[src/rtl/serial_addsub_pkg.sv]
// serial_addsub_pkg: shared definitions for the bit-serial adder/subtractor.
//   - state_e   : FSM encoding (IDLE / RUN / DONE)
//   - WIDTH_MIN / WIDTH_MAX : legal operand width range, checked at elaboration
package serial_addsub_pkg;

  typedef enum logic [1:0] {
    S_IDLE = 2'd0,
    S_RUN  = 2'd1,
    S_DONE = 2'd2
  } state_e;

  localparam int WIDTH_MIN = 2;
  localparam int WIDTH_MAX = 32;

endpackage

[src/rtl/fa_cell.sv]
// fa_cell: combinational one-bit full adder.
//   x, y, cin : addend bits and carry-in
//   s         : sum bit
//   cout      : carry-out (majority of the three inputs)
module fa_cell (
  input  logic x,
  input  logic y,
  input  logic cin,
  output logic s,
  output logic cout
);

  assign s    = x ^ y ^ cin;
  assign cout = (x & y) | (x & cin) | (y & cin);

endmodule

[src/rtl/serial_addsub.sv]
// serial_addsub: bit-serial two's-complement adder/subtractor, LSB first.
//   clk, rst        : clock, asynchronous active-high reset
//   start, sub      : request (sampled when not busy) and mode (0 = A+B, 1 = A-B)
//   a, b            : WIDTH-bit operands, sampled with start
//   busy            : operation in flight
//   done            : one-cycle pulse, result fields valid
//   sum             : WIDTH-bit result, held until the next accepted start
//   carry_out       : unsigned carry (inverted borrow for subtract)
//   overflow        : signed overflow of the completed operation
module serial_addsub
  import serial_addsub_pkg::*;
#(
  parameter  int WIDTH = 8,
  localparam int CNT_W = $clog2(WIDTH + 1)
) (
  input  logic             clk,
  input  logic             rst,
  input  logic             start,
  input  logic             sub,
  input  logic [WIDTH-1:0] a,
  input  logic [WIDTH-1:0] b,
  output logic             busy,
  output logic             done,
  output logic [WIDTH-1:0] sum,
  output logic             carry_out,
  output logic             overflow
);

  if (WIDTH < WIDTH_MIN || WIDTH > WIDTH_MAX) begin : g_width_chk
    $error("serial_addsub: WIDTH out of legal range");
  end

  state_e             state_q, state_d;
  logic [WIDTH-1:0]   sa_q, sa_d;
  logic [WIDTH-1:0]   sb_q, sb_d;
  logic [WIDTH-1:0]   res_q, res_d;
  logic               c_q, c_d;
  logic [CNT_W-1:0]   cnt_q, cnt_d;
  logic [WIDTH-1:0]   sum_q, sum_d;
  logic               co_q, co_d;
  logic               ov_q, ov_d;
  logic               busy_q, busy_d;
  logic               done_q, done_d;

  logic fa_s, fa_cout, last_bit, cmsb;

  fa_cell u_fa (
    .x   (sa_q[0]),
    .y   (sb_q[0]),
    .cin (c_q),
    .s   (fa_s),
    .cout(fa_cout)
  );

  assign last_bit = (cnt_q == CNT_W'(WIDTH - 1));
  // Carry into the MSB; the final bit is processed on the completion edge,
  // so this is just the live carry register during that bit.
  assign cmsb     = c_q;

  always_comb begin
    state_d = state_q;
    sa_d    = sa_q;
    sb_d    = sb_q;
    res_d   = res_q;
    c_d     = c_q;
    cnt_d   = cnt_q;
    sum_d   = sum_q;
    co_d    = co_q;
    ov_d    = ov_q;
    busy_d  = busy_q;
    done_d  = 1'b0;
    unique case (state_q)
      S_IDLE, S_DONE: begin
        state_d = S_IDLE;
        if (start) begin
          sa_d    = a;
          // Subtract as A + ~B + 1: invert B and preload the carry with 1.
          sb_d    = sub ? ~b : b;
          c_d     = sub;
          cnt_d   = '0;
          busy_d  = 1'b1;
          state_d = S_RUN;
        end
      end
      S_RUN: begin
        res_d = {fa_s, res_q[WIDTH-1:1]};
        sa_d  = sa_q >> 1;
        sb_d  = sb_q >> 1;
        c_d   = fa_cout;
        cnt_d = cnt_q + CNT_W'(1);
        if (last_bit) begin
          // res_d already holds the final bit, so it is LSB-aligned here.
          sum_d   = res_d;
          co_d    = fa_cout;
          ov_d    = cmsb ^ fa_cout;
          done_d  = 1'b1;
          busy_d  = 1'b0;
          state_d = S_DONE;
        end
      end
      default: state_d = S_IDLE;
    endcase
  end

  always_ff @(posedge clk or posedge rst) begin
    if (rst) begin
      state_q <= S_IDLE;
      sa_q    <= '0;
      sb_q    <= '0;
      res_q   <= '0;
      c_q     <= 1'b0;
      cnt_q   <= '0;
      sum_q   <= '0;
      co_q    <= 1'b0;
      ov_q    <= 1'b0;
      busy_q  <= 1'b0;
      done_q  <= 1'b0;
    end else begin
      state_q <= state_d;
      sa_q    <= sa_d;
      sb_q    <= sb_d;
      res_q   <= res_d;
      c_q     <= c_d;
      cnt_q   <= cnt_d;
      sum_q   <= sum_d;
      co_q    <= co_d;
      ov_q    <= ov_d;
      busy_q  <= busy_d;
      done_q  <= done_d;
    end
  end

  assign busy      = busy_q;
  assign done      = done_q;
  assign sum       = sum_q;
  assign carry_out = co_q;
  assign overflow  = ov_q;

endmodule

[config.mk]
export PLATFORM = sky130hd
export DESIGN_NAME = serial_addsub
export DESIGN_NICKNAME = d
export VERILOG_FILES = /design/src/rtl/serial_addsub_pkg.sv /design/src/rtl/fa_cell.sv /design/src/rtl/serial_addsub.sv
export SDC_FILE = /design/constraint.sdc
export NUM_CORES = 1
export LEC_CHECK = 0
export ABC_AREA = 1
export BUFFER_PORTS_ARGS = -buffer_cell sky130_fd_sc_hd__buf_2
export CAP_MARGIN = 10
export CORE_MARGIN = 4
export CORE_UTILIZATION = 50
export CTS_BUF_LIST = sky130_fd_sc_hd__clkbuf_2 sky130_fd_sc_hd__clkbuf_4 sky130_fd_sc_hd__clkbuf_8
export CTS_CLUSTER_SIZE = 30
export DETAILED_ROUTE_END_ITERATION = 6
export HOLD_SLACK_MARGIN = 0.03
export PLACE_DENSITY = 0.72
export SYNTH_ARGS = -nofsm -noshare
export SYNTH_HDL_FRONTEND = slang
export SYNTH_HIERARCHICAL = 1
export SYNTH_SLANG_ARGS = --single-unit
[constraint.sdc]
create_clock -name clk -period 1.8 [get_ports clk]
set_input_delay 0.09 -clock clk [delete_from_list [all_inputs] [get_ports clk]]
set_output_delay 0.09 -clock clk [all_outputs]
set_load 0.01 [all_outputs]
* Yosys cells after proc, flatten, opt, wreduce, memory -nomap -nowiden
Index checks and enable logic that the tools add are counted.
** Cells by class
- Equal/unequal tests :: 5
- Mux-type cells :: 17
- $add $sub $neg :: 1
- Reductions and logical operators :: 6
- Bitwise logic cells :: 9
** Operators with widths (number)
- 8-bit case mux with 2 select lines :: 2
- 8-bit 2-to-1 mux :: 3
- 8-bit NOT :: 1
- 4-bit case mux with 2 select lines :: 1
- 1-bit 2-to-1 mux :: 6
- 4-bit by 1-bit adder with 4-bit output (second input constant) :: 1
- 4-bit by 3-bit equality test with 1-bit output (second input constant) :: 1
- 4-bit 2-to-1 mux :: 1
- 2-bit != test (second input constant) :: 2
- 1-bit case mux with 2 select lines :: 2
- 2-bit case mux with 2 select lines :: 1
- 2-bit AND reduction :: 2
- 1-bit bitwise AND :: 3
- 3-bit AND reduction :: 1
- 1-bit bitwise XOR :: 3
- 2-bit by 1-bit equality test with 1-bit output (second input constant) :: 1
- 2-bit equality test (second input constant) :: 1
- 2-bit logical NOT :: 1
- 2-bit 2-to-1 mux :: 1
- 1-bit bitwise OR :: 2
- 2-bit nonzero test :: 1
- 2-bit OR reduction :: 1
** Storage, ports and cells
- Register bits :: 43

* Logic depth before layout (Yosys ltp)
- Depth in word-level cells :: 4
- Mapped depth :: 7

* Modules after synthesis
The synthesis kept the hierarchy.
** Modules (own cells, without submodules)
- serial_addsub :: times used 1, area each 1945.6 sq um, cells an instance 249
- fa_cell :: times used 1, area each 20.0 sq um, cells an instance 1

* Worst setup path before layout
No wires, ideal clock.
- Kind :: reg-to-reg
- Start :: reg sb_q[0]
- End :: reg ov_q, in the netlist overflow
- Required time :: 1.684 ns
- Path slack :: 0.579 ns
- Period minus slack after synthesis :: 1.221 ns
- Stages on the path, launching flop included :: 5
- Path buffers :: 0
- Arrival time :: 1.105 ns
- Path through :: dfrtp_1 fa_1 xor2_1 nand2_1 nand2_1
** Between the ends
- Word-level cells in the longest chain between the ends :: 4
** Ends and longest elaborated chain
- start, declared :: RTL line serial_addsub.sv:35 : logic [WIDTH-1:0] sb_q, sb_d;
- start signal, assigned :: RTL line serial_addsub.sv:109 : sb_q <= '0;
- start signal, assigned :: RTL line serial_addsub.sv:121 : sb_q <= sb_d;
- 1-bit bitwise AND :: RTL line fa_cell.sv:14 : assign cout = (x & y) | (x & cin) | (y & cin);
- 1-bit bitwise OR :: RTL line fa_cell.sv:14
- 1-bit bitwise OR (*) :: RTL line fa_cell.sv:14
- net fa_cout :: RTL line serial_addsub.sv:45 : logic fa_s, fa_cout, last_bit, cmsb;
- 1-bit bitwise XOR (*) :: RTL line serial_addsub.sv:95 : ov_d = cmsb ^ fa_cout;
- end signal, assigned :: RTL line serial_addsub.sv:127 : ov_q <= ov_d;
- end, declared :: RTL line serial_addsub.sv:41 : logic ov_q, ov_d;
The timed path passes the listed nets; every way through them passes the cells marked *.
A chain may end at the register's enable or synchronous reset.

* Worst setup path in the final report
- Start :: reg state_q[0]
- End :: reg sa_q[1]
** Between the ends
- Word-level cells in the longest chain between the ends :: 4
** Ends and longest elaborated chain
- start, declared :: RTL line serial_addsub.sv:33 : state_e state_q, state_d;
- start signal, assigned :: RTL line serial_addsub.sv:119 : state_q <= state_d;
- 2-bit equality test or 2-bit logical NOT (tied branches) :: RTL line serial_addsub.sv:72 : unique case (state_q)
- 2-bit OR reduction :: RTL line serial_addsub.sv:72
- 2-bit != test (no line) or 2-bit nonzero test (tied branches)
- 2-bit AND reduction (no line)
- end signal, assigned :: RTL line serial_addsub.sv:108 : sa_q <= '0;
- end signal, assigned :: RTL line serial_addsub.sv:120 : sa_q <= sa_d;
- end, declared :: RTL line serial_addsub.sv:34 : logic [WIDTH-1:0] sa_q, sa_d;
Parallel ways exist; a longest one is shown, timed or not.

==> results.sh <==
export IMPL_run_status="finished clean"
export IMPL_post_synth_and_or_nand_nor_area_fraction_pct=33.9
export IMPL_critical_path_max_stage_delay_ns=0.38
export IMPL_cts_buffers_inserted=5
export IMPL_largest_family_of_logic_cells_by_synthesized_area="simple AND/OR/NAND/NOR gates"
export IMPL_cts_tree="done"
export IMPL_crit_path_end_kind="flip-flop"
export IMPL_grt_start_max_net_pins=43
export IMPL_post_route_min_period_ns=1.29
export IMPL_drt_initial_drc_count=79
export IMPL_multi_input_area_um2=733
export IMPL_drc=0
export IMPL_area_share_of_xor_xnor_cells_in_the_synthesized_design_pct=0.446
export IMPL_synth_cell_area_um2=1970
export IMPL_dpl_hpwl_mm=2.57
export IMPL_max_cap_viol_count=0
export IMPL_grt_antenna_before_repair=0
export IMPL_yosys_warning_count=6
export IMPL_design_portCount=32
export IMPL_insertion_delay_ns=0.29
export IMPL_timing_max_slew_rel_slack_pct=65.1
export IMPL_synthDistinctLibCells=17
export IMPL_critical_path_slowest_cell="dfrtp_1"
export IMPL_post_synth_main_area_contributors="dfrtp_1 53%, nand2_1 24%, nand3_1 6.4%"
export IMPL_cell_seen_most_often_among_critical_path_stages="nand2_1"
export IMPL_worst_endpoint_required_ns=2.03
export IMPL_overflow_left_after_global_routing=0
export IMPL_crit_chain="inv_1 > nor2_4 > buf_4 > nand2_1 > nand2_1 > inv_1 > nand2_1"
export IMPL_portBuffers=31
export IMPL_wl_mm=3.77
export IMPL_clock_sinks=42
export IMPL_tightest_slew_ns=0.523
export IMPL_min_delay_path_depth=5
export IMPL_synth_top_area_share_pct=53.5
export IMPL_power_ir_vdd_worst_uv=891
export IMPL_synth_cells=250
export IMPL_hold_slack_ns=0.0710
export IMPL_die_area_um2=5000
export IMPL_fin_skew_ns=0.00646
export IMPL_wire_per_inst_um=11.3
export IMPL_worst_r2r_startpoint="state_q[0]"
export IMPL_synth_largest_area_cell="dfrtp_1"
export IMPL_postRouteAntennaNets=0
export IMPL_routed_via_count=1577
export IMPL_ys_ff_latch=42
export IMPL_drt_vias_per_instance=4.71
export IMPL_first_global_vias=1564
export IMPL_post_route_cells_drive_above_1_share_pct=16.7
export IMPL_rsz0062_at_grt="false"
export IMPL_synth_seq_area_share_pct=53.5
export IMPL_r2r_end="sa_q[1]"
export IMPL_clk_root_buffer_cell="clkbuf_8"
export IMPL_synthesis_area_per_instance_um2=7.86
export IMPL_grtUsageTotal_pct=16.9
export IMPL_synth_enable_flop_cells=0
export IMPL_power_per_cell_area_nw_per_um2=1670
export IMPL_cts_clk_slew_worst_paths_ns=0.08
export IMPL_finalHoldViolCount=0
export IMPL_synth_mux_area_fraction_pct=0
export IMPL_p_leak_nw=1.31
export IMPL_ys_flop_type="dfrtp_1"
export IMPL_post_cts_setup_buffers=0
export IMPL_fmaxAchievable_mhz=777
export IMPL_fin_tns_setup_ns=0
export IMPL_dr_pass1_iterations=4
export IMPL_setup_viol_count_final=0
export IMPL_worstSetupStartpoint="state_q[0]"
export IMPL_crit_path_max_fanout=14
export IMPL_synth_compound_gate_area_share_pct=1.27
export IMPL_timing_final_max_slew_violations=0
export IMPL_area_growth_syn_to_layout_pct=15.6
export IMPL_worstRegToRegCells=7
export IMPL_whs_endpoint="sa_q[2]"
export IMPL_postSynthNetCount=272
export IMPL_synth_common_cells="127 x nand2_1, 42 x dfrtp_1, 27 x inv_1"
export IMPL_synthAdderAreaFrac_pct=1.65
export IMPL_cts_htree_levels=2
export IMPL_first_pass_grt_wire_length_mm=6.81
export IMPL_nNetsFinal=308
export IMPL_insertedDiodeCount=0
export IMPL_setup_worst_path_start_class="flip-flop"
export IMPL_fp_dieH_um=70.7
export IMPL_fp_row_count=22
export IMPL_async_reset_ff_share_pct=100
export IMPL_initial_core_util_pct=52.5
export IMPL_floorplan_die_width_um=70.7
export IMPL_worst_ep_arrival_time_ns=1.52
export IMPL_final_seq_area_um2=1050
export IMPL_setup_worst_path_class="reg2reg"
export IMPL_post_synth_top_count_cell="nand2_1"
export IMPL_design_core_area_um2=3740
export IMPL_routabilityCongestion=0.746
export IMPL_regToRegSetupSlack_ns=0.51
export IMPL_final_util_pct=60.7
export IMPL_fillCellCount=354
export IMPL_hold_start="a[2]"
export IMPL_hold_path_class="in2reg"
export IMPL_cts_max_path_buffers=2
export IMPL_final_period_utilization_pct=71.5
[metal layers]
metal	share of wire (%)	wire length (um)	vias to the layer above	track usage (%)
met3	5.4	204	6	4.69
met2	46	1740	39	27.7
met4	1.3	50	0	7.31
li1	-	-	825	-
met1	47	1780	707	21.0
met5	0	0	-	0
[critical path: cells and delay by family, from the launching register on]
kind,cells,cell delay [ns]
flops,1,0.38
simple gates,4,0.47
buf+inv,3,0.38
[sequential cells by signal (all words and copies together) (netlist names)]
signal	cells
sb_q	8
state_q	2
cnt_q	4
done	1
busy	1
sa_q	8
c_q	1
sum	8
overflow	1
carry_out	1
res_q	7
[layout make-up]
type	count	area share, %
inverters	27	4.46
repair buffers	38	9.36
multi-input cells	172	32.3
clock buffers	7	3.69
clock inverters	1	1.32
well taps	48	2.64
flip-flops and latches	42	46.3
[report_power, final]
group          switching [W]  internal, W
Clock               0.000300     0.000445
Combinational       0.000894     0.000544
Sequential          0.000251      0.00136
[cells in the final DEF (no fill, tap or decap), drive strengths merged]
| cell type | netlist | layout |
|---|---|---|
| a21oi | 1 | 1 |
| buf | 8 | 36 |
| bufinv | 0 | 1 |
| clkbuf | 1 | 7 |
| dfrtp | 42 | 42 |
| dlygate4sd3 | 0 | 2 |
| fa | 1 | 1 |
| ha | 1 | 1 |
| inv | 27 | 27 |
| nand2 | 128 | 128 |
| nand3 | 25 | 25 |
| nor2 | 11 | 11 |
| o21ai | 4 | 4 |
| xor2 | 1 | 1 |
[logic make-up after synthesis]
group / Yosys count
buf+inv: 36
fa+ha+maj: 2
flops: 42
simple gates: 164
xor+xnor: 1
compound gates: 5
[stage by stage]
step / power, W / worst slack [ns] / instances / instance area (um2)
floorplan: 0.00275 / 0.579 / 250 / 1970
global placement: 0.00303 / 0.551 / 325 / 2140
detailed placement: 0.00309 / 0.514 / 325 / 2140
CTS: 0.00385 / 0.500 / 335 / 2270
global route: 0.00417 / 0.328 / 335 / 2270
finish: 0.00380 / 0.513 / 335 / 2270
[what timing repair did]
action | CTS | global route
hold buffers | 2 | 0
gates resized for setup | 0 | 0
endpoints found under the hold margin | 43 | 0
[worst max path at each step]
| stage | to | slack [ns] | depth (start not counted) |
|---|---|---|---|
| after CTS | sa_q[1] | 0.50 | 7 |
| after detailed placement | sa_q[1] | 0.51 | 7 |
| after global routing | sa_q[2] | 0.33 | 7 |
| after global placement | c_q | 0.55 | 7 |
| final | sa_q[1] | 0.51 | 7 |
| after floorplan | overflow | 0.58 | 4 |
(Power assumes the default switching activity.)
